==> src/rtl/cpc_ram_bank_ctrl.sv <==
`default_nettype none
// ============================================================================
//  Module      : cpc_ram_bank_ctrl
//  Description : CPC RAM expansion banking. Snoops gate-array config writes
//                and decodes memory requests into SRAM select/high address.
//  Revision    : 1.0 - initial release
// ============================================================================
module cpc_ram_bank_ctrl #(
    parameter int BANK_BITS     = 3,
    parameter bit RFSH_SUPPRESS = 1'b1
) (
    input  logic                 CLK,
    input  logic                 RESET,
    input  logic                 A15,
    input  logic                 A14,
    input  logic [7:0]           D,
    input  logic                 IOREQ_B,
    input  logic                 WR_B,
    input  logic                 MREQ_B,
    input  logic                 RFSH_B,
    output logic                 ramcs_b,
    output logic                 RAMDIS,
    output logic [BANK_BITS+1:0] hiadr,
    output logic [2:0]           cfg_mode,
    output logic [2:0]           cfg_bank,
    output logic                 cfg_wr_pulse
);

    localparam logic [0:0] c_st_idle     = 1'b0;
    localparam logic [0:0] c_st_wait_end = 1'b1;
    localparam logic [3:0] c_bank_limit  = 4'(1 << BANK_BITS);

    logic       r_a15_q;
    logic       r_ioreq_b_q;
    logic       r_wr_b_q;
    logic [7:0] r_d_q;
    logic [0:0] r_state;
    logic [2:0] r_cfg_mode;
    logic [2:0] r_cfg_bank;
    logic       r_cfg_wr_pulse;

    logic       w_io_wr;
    logic       w_strobes_low;
    logic [1:0] w_region;
    logic [1:0] w_blk;
    logic       w_mapped;
    logic       w_bank_ok;
    logic       w_rfsh_ok;
    logic       w_hit;

    assign w_strobes_low = ~r_ioreq_b_q & ~r_wr_b_q;
    assign w_io_wr       = w_strobes_low & ~r_a15_q & (r_d_q[7:6] == 2'b11);

    always_ff @(posedge CLK) begin
        if (RESET) begin
            r_a15_q     <= 1'b0;
            r_ioreq_b_q <= 1'b1;
            r_wr_b_q    <= 1'b1;
            r_d_q       <= 8'h00;
        end else begin
            r_a15_q     <= A15;
            r_ioreq_b_q <= IOREQ_B;
            r_wr_b_q    <= WR_B;
            r_d_q       <= D;
        end
    end

    // A held write is taken once; re-arming needs a sampled idle strobe.
    always_ff @(posedge CLK) begin
        if (RESET) begin
            r_state        <= c_st_idle;
            r_cfg_mode     <= 3'd0;
            r_cfg_bank     <= 3'd0;
            r_cfg_wr_pulse <= 1'b0;
        end else begin
            r_cfg_wr_pulse <= 1'b0;
            case (r_state)
                c_st_idle: begin
                    if (w_io_wr) begin
                        r_cfg_mode     <= r_d_q[2:0];
                        r_cfg_bank     <= r_d_q[5:3];
                        r_cfg_wr_pulse <= 1'b1;
                        r_state        <= c_st_wait_end;
                    end
                end
                default: begin
                    if (!w_strobes_low) begin
                        r_state <= c_st_idle;
                    end
                end
            endcase
        end
    end

    assign w_region = {A15, A14};

    always_comb begin
        w_mapped = 1'b0;
        w_blk    = w_region;
        case (r_cfg_mode)
            3'd1, 3'd3: begin
                if (w_region == 2'b11) begin
                    w_mapped = 1'b1;
                end
            end
            3'd2: begin
                w_mapped = 1'b1;
            end
            default: begin
                if (r_cfg_mode[2] && (w_region == 2'b01)) begin
                    w_mapped = 1'b1;
                    w_blk    = r_cfg_mode[1:0];
                end
            end
        endcase
    end

    assign w_bank_ok = ({1'b0, r_cfg_bank} < c_bank_limit);
    assign w_rfsh_ok = RFSH_B | ~RFSH_SUPPRESS;
    assign w_hit     = ~MREQ_B & w_mapped & w_bank_ok & w_rfsh_ok;

    assign ramcs_b      = ~w_hit;
    assign RAMDIS       = w_hit;
    assign hiadr        = {r_cfg_bank[BANK_BITS-1:0], w_blk};
    assign cfg_mode     = r_cfg_mode;
    assign cfg_bank     = r_cfg_bank;
    assign cfg_wr_pulse = r_cfg_wr_pulse;

endmodule
`default_nettype wire

==> config.mk <==
export PLATFORM = sky130hd
export DESIGN_NAME = cpc_ram_bank_ctrl
export DESIGN_NICKNAME = d
export VERILOG_FILES = /design/src/rtl/cpc_ram_bank_ctrl.sv
export SDC_FILE = /design/constraint.sdc
export NUM_CORES = 1
export LEC_CHECK = 0
export ABC_AREA = 0
export CAP_MARGIN = 20
export CORE_MARGIN = 2
export CORE_UTILIZATION = 43
export CTS_CLUSTER_DIAMETER = 80
export DETAILED_ROUTE_END_ITERATION = 12
export MAX_ROUTING_LAYER = met4
export PLACE_DENSITY = 0.9
export SLEW_MARGIN = 30
export SYNTH_ARGS = -nofsm -noshare
export SYNTH_HDL_FRONTEND = slang
export SYNTH_SLANG_ARGS = --single-unit
==> constraint.sdc <==
create_clock -name CLK -period 2.1 [get_ports CLK]
set_clock_uncertainty 0.2 [all_clocks]
set_input_delay 0.21 -clock CLK [delete_from_list [all_inputs] [get_ports CLK]]
set_output_delay 0.21 -clock CLK [all_outputs]
set_load 0.01 [all_outputs]
==> results by group <==
Run status
  • Outcome: finished clean

Route
  • DR iter-0 viols: 1
  • Post-route ant nets: 0
  • DRC viols: 0
  • Routed wire length: about 1300 um
  • Vias/cell: 4.896
  • Vias: 563
  • Pre-antenna DRT Iters: 4
  • Post-DR wirelength/cell: about 12 um

Yosys
  • Flops & latches, synth: 19
  • Ranking of synthesized cells by area: dfxtp_1, nand2b_1, mux2i_1
  • Share of Yosys cell area claimed by the top area cell type: between 50% and 60%
  • Sequential element share of the synthesized area: between 50% and 60%
  • Fraction of registers with async set/reset: 0%
  • Syn_nets: between 80 and 90
  • Synth area leader: dfxtp_1
  • Synth unique cells: 21
  • Post-Syn Instances: ~70
  • Synth Area per Inst: ~10 um2
  • Top-count cell post-synth: dfxtp_1
  • Post-synth EDFFs: 0
  • Synthesized cell area: 728.2 um2
  • Ys flop type: dfxtp_1
  • Commonest cells in the netlist: dfxtp_1, nand2b_1, nor2b_1, mux2i_1, buf_4
  • Ys Warns: 0

Floorplanning
  • Die Y-Extent: 45.15 um
  • Std cell rows: 14
  • Die X-Extent: about 45 um
  • Number of top-level pins: 30
  • Initial Util: between 40 and 50%
  • Die ar.: 2039 um2
  • Core ar.: roughly 1500 um2

Worst setup path
  • Crit Path Max Fanout: 5
  • CP required: 1.69 ns
  • Reg2reg path depth: 3
  • Setup crit end: RAMDIS
  • Critical Path Source: cfg_mode[0]
  • Data arrival, critical path: 1.60 ns
  • Startpoint types: flip-flop
  • R2R Setup Slk: ~0.67 ns
  • Critical register-to-register path startpoint: r_state
  • Critical R2R Capture: cfg_bank[2]
  • CP Capture Type: output pin
  • Crit Path Class: reg2out

Cells and area
  • Share of layout cells above drive strength 1: roughly a tenth
  • Fillcell total: approximately 120
  • Post-route cell area: 1035 um2
  • Ant diodes: 0
  • Multi-input gate area: approximately 300 um2
  • Register area: ~380 um2
  • Total Nets Final: between 100 and 150
  • Area grow syn2layout: 42.10%

Global routing
  • First-pass GRT wire length: roughly 2200 um
  • Pin count of the biggest net entering global routing: 14
  • Overflow after GRT: 0
  • Number of global-route vias before repair: about 530
  • Initial antenna violation count: 0
  • GRT Total Usage: between 10% and 20%

CTS
  • Clock Latency Late Sink: between 0.2 and 0.3 ns
  • Clock root cell: clkbuf_4
  • Sink Count: 19
  • Bufs on Longest Clock Path: 2
  • Post-CTS Hold Buffers: 0
  • Clk slew on worst S/H paths: about 0.11 ns
  • CTS tree: yes
  • Cts bufs inserted: 3
  • H-tree depth: 1

Timing
  • Achievable Freq: between 400 and 500 MHz
  • Final hold violations: 0
  • # setup viols final: 0
  • Final setup TNS: 0 ns
  • Final period util: around 95%
  • Tmin final: between 2 and 2.5 ns
  • Max-slew headroom: about three quarters
  • Actual slew at the worst max-slew pin: a little under 0.4 ns
  • Slew Limit Fails: 0

Power
  • Pwr Total: between 0.6 and 0.7 mW
  • P per Cell Area: between 500 and 600 nW/um2
  • Leakage power total: around 0.39 nW
  • VDD IR max: 0.4599 mV

Placement
  • DP Area: 1005 um2
  • Post-DP HPWL: approximately 1000 um
  • Port buffer count: 29
  • GP Congestion: 0.6947

Min path
  • Worst Hold Class: in2reg

Job
  • Max cap viols: 0
==> cell usage in the layout, fill, tap and decap left out <==
master           synthesis  routed
clkdlybuf4s50_1          0      27
dfxtp_1                 19      18
nand2b_1                13      13
nor2b_1                  9       9
mux2i_1                  6       6
clkbuf_4                 0       3
inv_1                    2       2
nand3_1                  2       2
nor2_1                   2       2
or2_2                    2       2
o31a_1                   1       1
o21ai_1                  0       1
and4b_1                  1       1
nand4b_1                 1       1
a31o_2                   1       1
nor2_2                   1       1
and4_1                   1       1
nand4_1                  1       1
nand2_1                  1       1
a21oi_1                  1       1
dfxtp_2                  0       1
clkinv_2                 0       1
dlygate4sd2_1            0       1
dlymetal6s2s_1           0       1
buf_4                    3       1
==> logic make-up (layout without fill, tap and decap cells) <==
family                 after synthesis  count (layout)  synth area share (%)
buffers and inverters                8              36                 6.701
AND/OR/NAND/NOR                     34              34                 29.04
multiplexers                         6               6                 8.248
flip-flops                          19              19                 52.23
AO/OA/AOI/OAI                        4               4                 3.779
==> metal layers <==
metal | wire length, um | track usage [%]
met3 | 80 | 2.400
met5 | 0 | -
met1 | 532 | 15.92
met4 | 10 | 7.059
met2 | 719 | 27.43
==> cell type report <==
type                       count  area share (%)
sequential                    19           36.88
multi-input combinational     44           28.90
timing repair buffer          30           28.90
clock buffer                   3           2.177
tap                           16           1.935
inverter                       2          0.7255
clock inverter                 1          0.4837
==> state kept, by name, summed over array words and instances (netlist names) <==
register      cells
r_d_q             8
r_state           1
cfg_bank          3
r_wr_b_q          1
r_ioreq_b_q       1
cfg_wr_pulse      1
cfg_mode          3
r_a15_q           1
==> power breakdown <==
part / switching (mW) / internal [mW] / leakage [nW] / total (mW)
Combinational: 0.0179 / 0.0406 / 0.212 / 0.0585
Clock: 0.109 / 0.0708 / 0.0177 / 0.180
Sequential: 0.00370 / 0.372 / 0.157 / 0.375
Total: 0.131 / 0.483 / 0.386 / 0.614
==> worst max-delay path: stages (launching register included) <==
cell             delay (ns)
dfxtp_2                0.35
nand2b_1               0.14
nand3_1                0.09
and4b_1                0.20
clkdlybuf4s50_1        0.53
==> repair_timing <==
| item | in CTS | in global routing |
|---|---|---|
| setup buffers | 0 | 0 |
| resized for setup | 2 | 2 |
| setup endpoints to repair | 1 | 1 |
| pin swaps | 0 | 0 |
==> worst min-delay path by stage <==
stage	endpoint	start	cells after the start	slack, ns
final	r_a15_q	A15	2	0.05
after floorplan	r_ioreq_b_q	IOREQ_B	1	0.11
after global placement	r_state	r_state	2	0.24
after CTS	r_d_q[6]	D[6]	2	0.26
after detailed placement	cfg_mode[1]	r_d_q[1]	2	0.25
after global routing	r_a15_q	A15	2	0.07
==> per-stage QoR <==
stage	hold WS, ns	util (%)	worst slack (ns)	std cells
3_3_place_gp	0.2418	65.18	0.01379	111
4_1_cts	0.2563	66.88	0.003781	115
2_1_floorplan	0.1138	-	0.8596	71
6_report	0.05488	67.13	0.09498	115
3_5_place_dp	0.2489	65.18	-0.05356	111
5_1_grt	0.06762	67.13	-0.002696	115
(Power assumes the default switching activity.)
==> variant 1: new RTL, same flow settings <==
Make the reset (`RESET`) asynchronous in 2 clocked blocks.
--- a/src/rtl/cpc_ram_bank_ctrl.sv
+++ b/src/rtl/cpc_ram_bank_ctrl.sv
@@ -53,3 +53,3 @@
 
-    always_ff @(posedge CLK) begin
+    always_ff @(posedge CLK or posedge RESET) begin
         if (RESET) begin
@@ -68,3 +68,3 @@
     // A held write is taken once; re-arming needs a sampled idle strobe.
-    always_ff @(posedge CLK) begin
+    always_ff @(posedge CLK or posedge RESET) begin
         if (RESET) begin
Function: differs if RESET is asserted again (counterexample within 4 cycles, from zero or initial values and one cycle with RESET high); with RESET held inactive, the same outputs for 10 cycles.
==> variant 1 against the unedited design <==
- wire length rose by 0.22%
- worst hold slack improved by 0.064 ns
- cell count fell by 17%
- synthesized area fell by 6.5%
- worst setup slack got worse by 0.034 ns
- register-to-register slack improved by 0.02 ns
- sequential cell count did not move
- global-route usage rose by 1.7 points
- design area rose by 1.6%
- via count fell by 18%
Power is not compared: it rests on default switching activity, and its combinational part moved more than twofold at a synthesized area within 25%.
==> variant 1: results (changes against the unedited design) <==
Status
  • Status: finished, final reports clean (unchanged)

Cells and area
  • Seq_cells: 19 (unchanged)
  • Fill cells: 113 (was 122)
  • Multi-input comb cells: 18 (was 44)
  • Logic inverters: 4 (was 2)
  • Signal buffers: 35 (was 30)
  • Final nets: 97 (was 116)
  • Area of the multi-input gates: 173 sq um (was 299 sq um)
  • Share of layout cells above drive strength 1: 0.288 (was 0.101)
  • ClkCell Share: 0.0262 (was 0.0266)
  • Sequential portion of the cell area: 0.456 (was 0.369)
  • Data buffer area share: 0.320 (was 0.289)

Detailed routing
  • Max Used Layer: met4 (unchanged)
  • Starting DRT DRC Count: 7 (was 1)
  • Met1 WL: 542 microns (was 532 microns)
  • Met2 WL: 740 microns (was 719 microns)
  • Routed via count: 463 (was 563)
  • TritonRoute pass-1 iters: 3 (was 4)
  • Met3 WL: 48 microns (was 80 microns)
  • WL final: 1350 microns (was 1340 microns)

Placement
  • I/O Buffers: 29 (unchanged)
  • Routability congestion estimate: 0.683 (was 0.695)
  • Dpl hpwl: 954 microns (was 981 microns)

Synthesis
  • Synth warn: 0 (unchanged)
  • Area contributors post-synth: dfrtp_1, mux2_2, dfstp_2 (was dfxtp_1, nand2b_1, mux2i_1)
  • Top post-synthesis cells by count: dfrtp_1, mux2_2, inv_1, buf_4 (was dfxtp_1, nand2b_1, nor2b_1, mux2i_1, buf_4)
  • Cell variety after synth: 15 (was 21)
  • Async SR Flop Fraction: 1.00 (was 0)
  • Post-Synthesis Cells: 44 (was 71)
  • Syn nets: 60 (was 87)
  • Top_reg_cell synth: dfrtp_1 (was dfxtp_1)
  • Sequential fraction of the synthesis area: 0.702 (was 0.522)

Timing
  • Worst slew margin: 0.537 (was 0.737)

GRT
  • First-pass GRT wire length: 2190 microns (was 2180 microns)
  • Vias in the first global route: 522 (was 534)
  • GRT Util Overall: 0.168 (was 0.152)
  • Met3 Use GR: 0.0292 (was 0.0240)
  • GR Util met2: 0.274 (about the same)
  • Met1 Use GR: 0.181 (was 0.159)

Critical path
  • Crit Path Max Fanout: 4 (was 5)
  • Largest stage delay on the critical path: 0.48 ns (was 0.53 ns)
  • Crit path DAT: 1.63 ns (was 1.60 ns)

CTS
  • CTS clk-pin slew, worst paths: approximately 0.10 ns
  • CTS root buf: clkbuf_4 (unchanged)

Power and ir drop
  • Cell internal pwr: ~640 uW

Min path
  • Hold Crit Class: primary input to asynchronous set/reset pin (was primary input to flip-flop)
[variant 1: cell count changes after synthesis, sizes merged, moves of 6 or more]
cell / delta
dfrtp: +17
dfxtp: -19
mux2: +6
mux2i: -6
nand2b: -13
nor2b: -9
[variant 1: timing repair]
| action | 4_1_cts | 5_1_grt |
|---|---|---|
| cloned | 0 | 0 |
| resized for setup | 4 | 1 |
| buffers inserted | 3 | 1 |
| endpoints found under the setup margin | 2 | 1 |
| pin swaps | 0 | 1 |
[variant 1: metrics by stage]
step / setup slack (ns) / cell area, sq um / std cells / setup TNS (ns) / power [mW]
finish: 0.0608 / 1050 / 96 / 0 / 0.855
CTS: 0.0318 / 1040 / 95 / 0 / 0.860
detailed placement: -0.0112 / 983 / 88 / -0.0112 / 0.654
floorplan: 0.632 / 681 / 44 / 0 / 0.531
global route: 0.00825 / 1050 / 96 / 0 / 0.899
global placement: 0.0428 / 983 / 88 / 0 / 0.647
[variant 1: worst max-delay path, delay by kind of cell (launching register included)]
family	cells	cell delay, ns
buf+inv	2	0.64
compound gates	1	0.26
flops	1	0.44
[variant 1: path summary, 6_finish.rpt]
kind / start / end / slack, ns / cells past startpoint
setup reg to reg: r_ioreq_b_q / cfg_mode[0] / 0.69 / 3
setup / recovery: cfg_mode[0] / hiadr[0] / 0.06 / 3
min in group CLK: WR_B / r_wr_b_q / 0.13 / 1
max in group asynchronous: RESET / cfg_mode[2] / 1.10 / 2
hold reg to reg: r_state / r_state / 0.29 / 2
hold / removal: RESET / r_d_q[1] / 0.12 / 2
[variant 1: cell families after synthesis]
family                 synth area share
multiplexers                     0.0993
buffers and inverters            0.0551
AO/OA/AOI/OAI                    0.0386
flip-flops                        0.702
AND/OR/NAND/NOR                   0.105
==> variant 2: new RTL, same settings <==
Made on the original files. Set the parameter `RFSH_SUPPRESS` to 1'b0 (it was 1'b1).
--- a/src/rtl/cpc_ram_bank_ctrl.sv
+++ b/src/rtl/cpc_ram_bank_ctrl.sv
@@ -9,3 +9,3 @@
     parameter int BANK_BITS     = 3,
-    parameter bit RFSH_SUPPRESS = 1'b1
+    parameter bit RFSH_SUPPRESS = 1'b0
 ) (
Behaviour: not the same (Yosys sat finds a counterexample within 4 cycles, from zero or initial values and one cycle with RESET high).
==> variant 2 against the unedited design <==
- sequential cell count did not move
- register-to-register slack about the same
- design area fell by 0.72%
- critical path depth fell by 1
- sequential power is essentially flat
- power is 0.33% higher
- wire length fell by 8.3%
- count of clock-buffer cells in the layout rose by 1
- highest routed layer unchanged
- worst setup slack improved by 0.013 ns
- synthesized area unchanged
==> variant 2: results (changes against the unedited design) <==
Power and ir drop
  • Psw: 130 uW (was 131 uW)
  • Peak supply drop: 378 uV (was 460 uV)
  • Leak Pwr: 0.366 nW (was 0.386 nW)

Synthesis
  • Top_reg_cell synth: dfxtp_1 (unchanged)
  • Syn Area/Cell: 10.6 sq um (was 10.3 sq um)
  • Cell variety after synth: 20 (was 21)
  • Async SR Flop Fraction: 0 (unchanged)
  • Area contributors post-synth: dfxtp_1, nand2b_1, nor2b_1 (was dfxtp_1, nand2b_1, mux2i_1)
  • Syn nets: 85 (was 87)
  • Sequential fraction of the synthesis area: 0.522 (unchanged)
  • Top post-synthesis cells by count: dfxtp_1, nand2b_1, nor2b_1, mux2i_1, buf_4 (unchanged)
  • Synth Area in XOR/XNOR: 0 (unchanged)
  • Adder-Cell Fraction of Synth Area: 0 (unchanged)
  • Synth warn: 0 (unchanged)
  • Number of flops mapped to enable cells by yosys: 0 (unchanged)
  • Mux contribution to synthesized area: 0.0825 (unchanged)
  • Compound-Gate Fraction of Synth Area: 0.0739 (was 0.0378)

Cells and area
  • Largest Register: r_d_q (unchanged)
  • Share of layout cells above drive strength 1: 0.113 (was 0.101)
  • N_diodes: 0 (unchanged)
  • Fill cells: 132 (was 122)
  • Max reg flops: 8 (unchanged)

Detailed routing
  • Drt via density: 4.73 (was 4.90)
  • Routed via count: 534 (was 563)
  • TritonRoute pass-1 iters: 6 (was 4)
  • Starting DRT DRC Count: 8 (was 1)
  • WL final: 1230 microns (was 1340 microns)

GRT
  • First-pass GRT wire length: 1910 microns (was 2180 microns)
  • Vias in the first global route: 485 (was 534)
  • Pin count of the biggest net entering global routing: 16 (was 14)
  • GRT Util Overall: 0.137 (was 0.152)
  • Initial antenna violation count: 0 (unchanged)

CTS
  • Post-CTS setup buffer count: 0 (unchanged)
  • Post-CTS Resized: 3 (was 2)
  • CTS root buf: clkbuf_4 (unchanged)
  • CTS Buf Count: 3 (unchanged)
  • Max H-tree Level: 1 (unchanged)
  • Max clock buf depth: 2 (unchanged)
  • Clock latency on the worst-skew pair: 0.29 ns (about the same)
  • CTS clk-pin slew, worst paths: approximately 0.10 ns

Placement
  • Dpl hpwl: 946 microns (was 981 microns)
  • Placed insts: 109 (was 111)
  • DP Area: 1000 sq um (about the same)
  • Routability congestion estimate: 0.686 (was 0.695)
  • I/O Buffers: 28 (was 29)

Timing
  • Worst slew margin: 0.749 (was 0.737)

Min path
  • Hold Crit Class: primary input to flip-flop (unchanged)

Status
  • Status: finished, final reports clean (unchanged)

Critical path
  • Crit Path Max Fanout: 7 (was 5)
  • Crit path DAT: 1.58 ns (was 1.60 ns)
## variant 2: changes by cell type after synthesis, sizes merged
cell	delta
a211o	+1
a211oi	+1
a311oi	+1
and4b	-1
inv	-1
nand3	-2
nand4b	-1
nor2b	+1
o21ai	-1
## variant 2: layout make-up
cell class / count / area share
flip-flops and latches: 19 / 0.371
multi-input cells: 43 / 0.295
repair buffers: 30 / 0.285
clock buffers: 4 / 0.0256
well taps: 16 / 0.0195
inverters: 1 / 0.00365
## variant 2: path summary, 6_finish.rpt
path | cells past startpoint | slack [ns] | startpoint | end
setup / recovery | 3 | 0.11 | cfg_mode[2] | hiadr[0]
hold / removal | 2 | 0.25 | D[7] | r_d_q[7]
setup reg to reg | 3 | 0.67 | r_wr_b_q | cfg_mode[2]
hold reg to reg | 2 | 0.25 | r_d_q[0] | cfg_mode[0]
## variant 2: layer usage
metal  up-vias  global-route usage  part of all wire
met2        20               0.211              0.46
met4         0              0.0882             0.022
met5         -                   -                 0
met3         3              0.0240             0.067
li1        279                   -                 -
met1       232               0.163              0.45
## variant 2: logic make-up after synthesis
logic type | Yosys count
mux | 6
compound gates | 6
flops | 19
simple gates | 31
buf+inv | 7
## variant 2: critical path, cell delays in order (launching register included)
cell and delay [ns]:
dfxtp_1 0.46, inv_1 0.07, o31a_1 0.28, clkdlybuf4s50_1 0.48
## variant 2: power by group through the flow
stage	Clock (mW)	Combinational (mW)	Sequential [mW]
2_1_floorplan	0	0.0221	0.383
3_3_place_gp	0	0.0578	0.383
3_5_place_dp	0	0.0594	0.384
4_1_cts	0.181	0.0595	0.376
5_1_grt	0.194	0.0638	0.377
6_report	0.182	0.0588	0.376
## variant 2: metrics by stage
step           worst slack (ns)  utilization  total power, mW  setup TNS (ns)
5_1_grt                  0.0222        0.666            0.634               0
4_1_cts                   0.101        0.666            0.617               0
3_3_place_gp             0.0373        0.650            0.441               0
3_5_place_dp            -0.0212        0.650            0.443         -0.0212
6_report                  0.108        0.666            0.616               0
2_1_floorplan             0.703            -            0.405               0
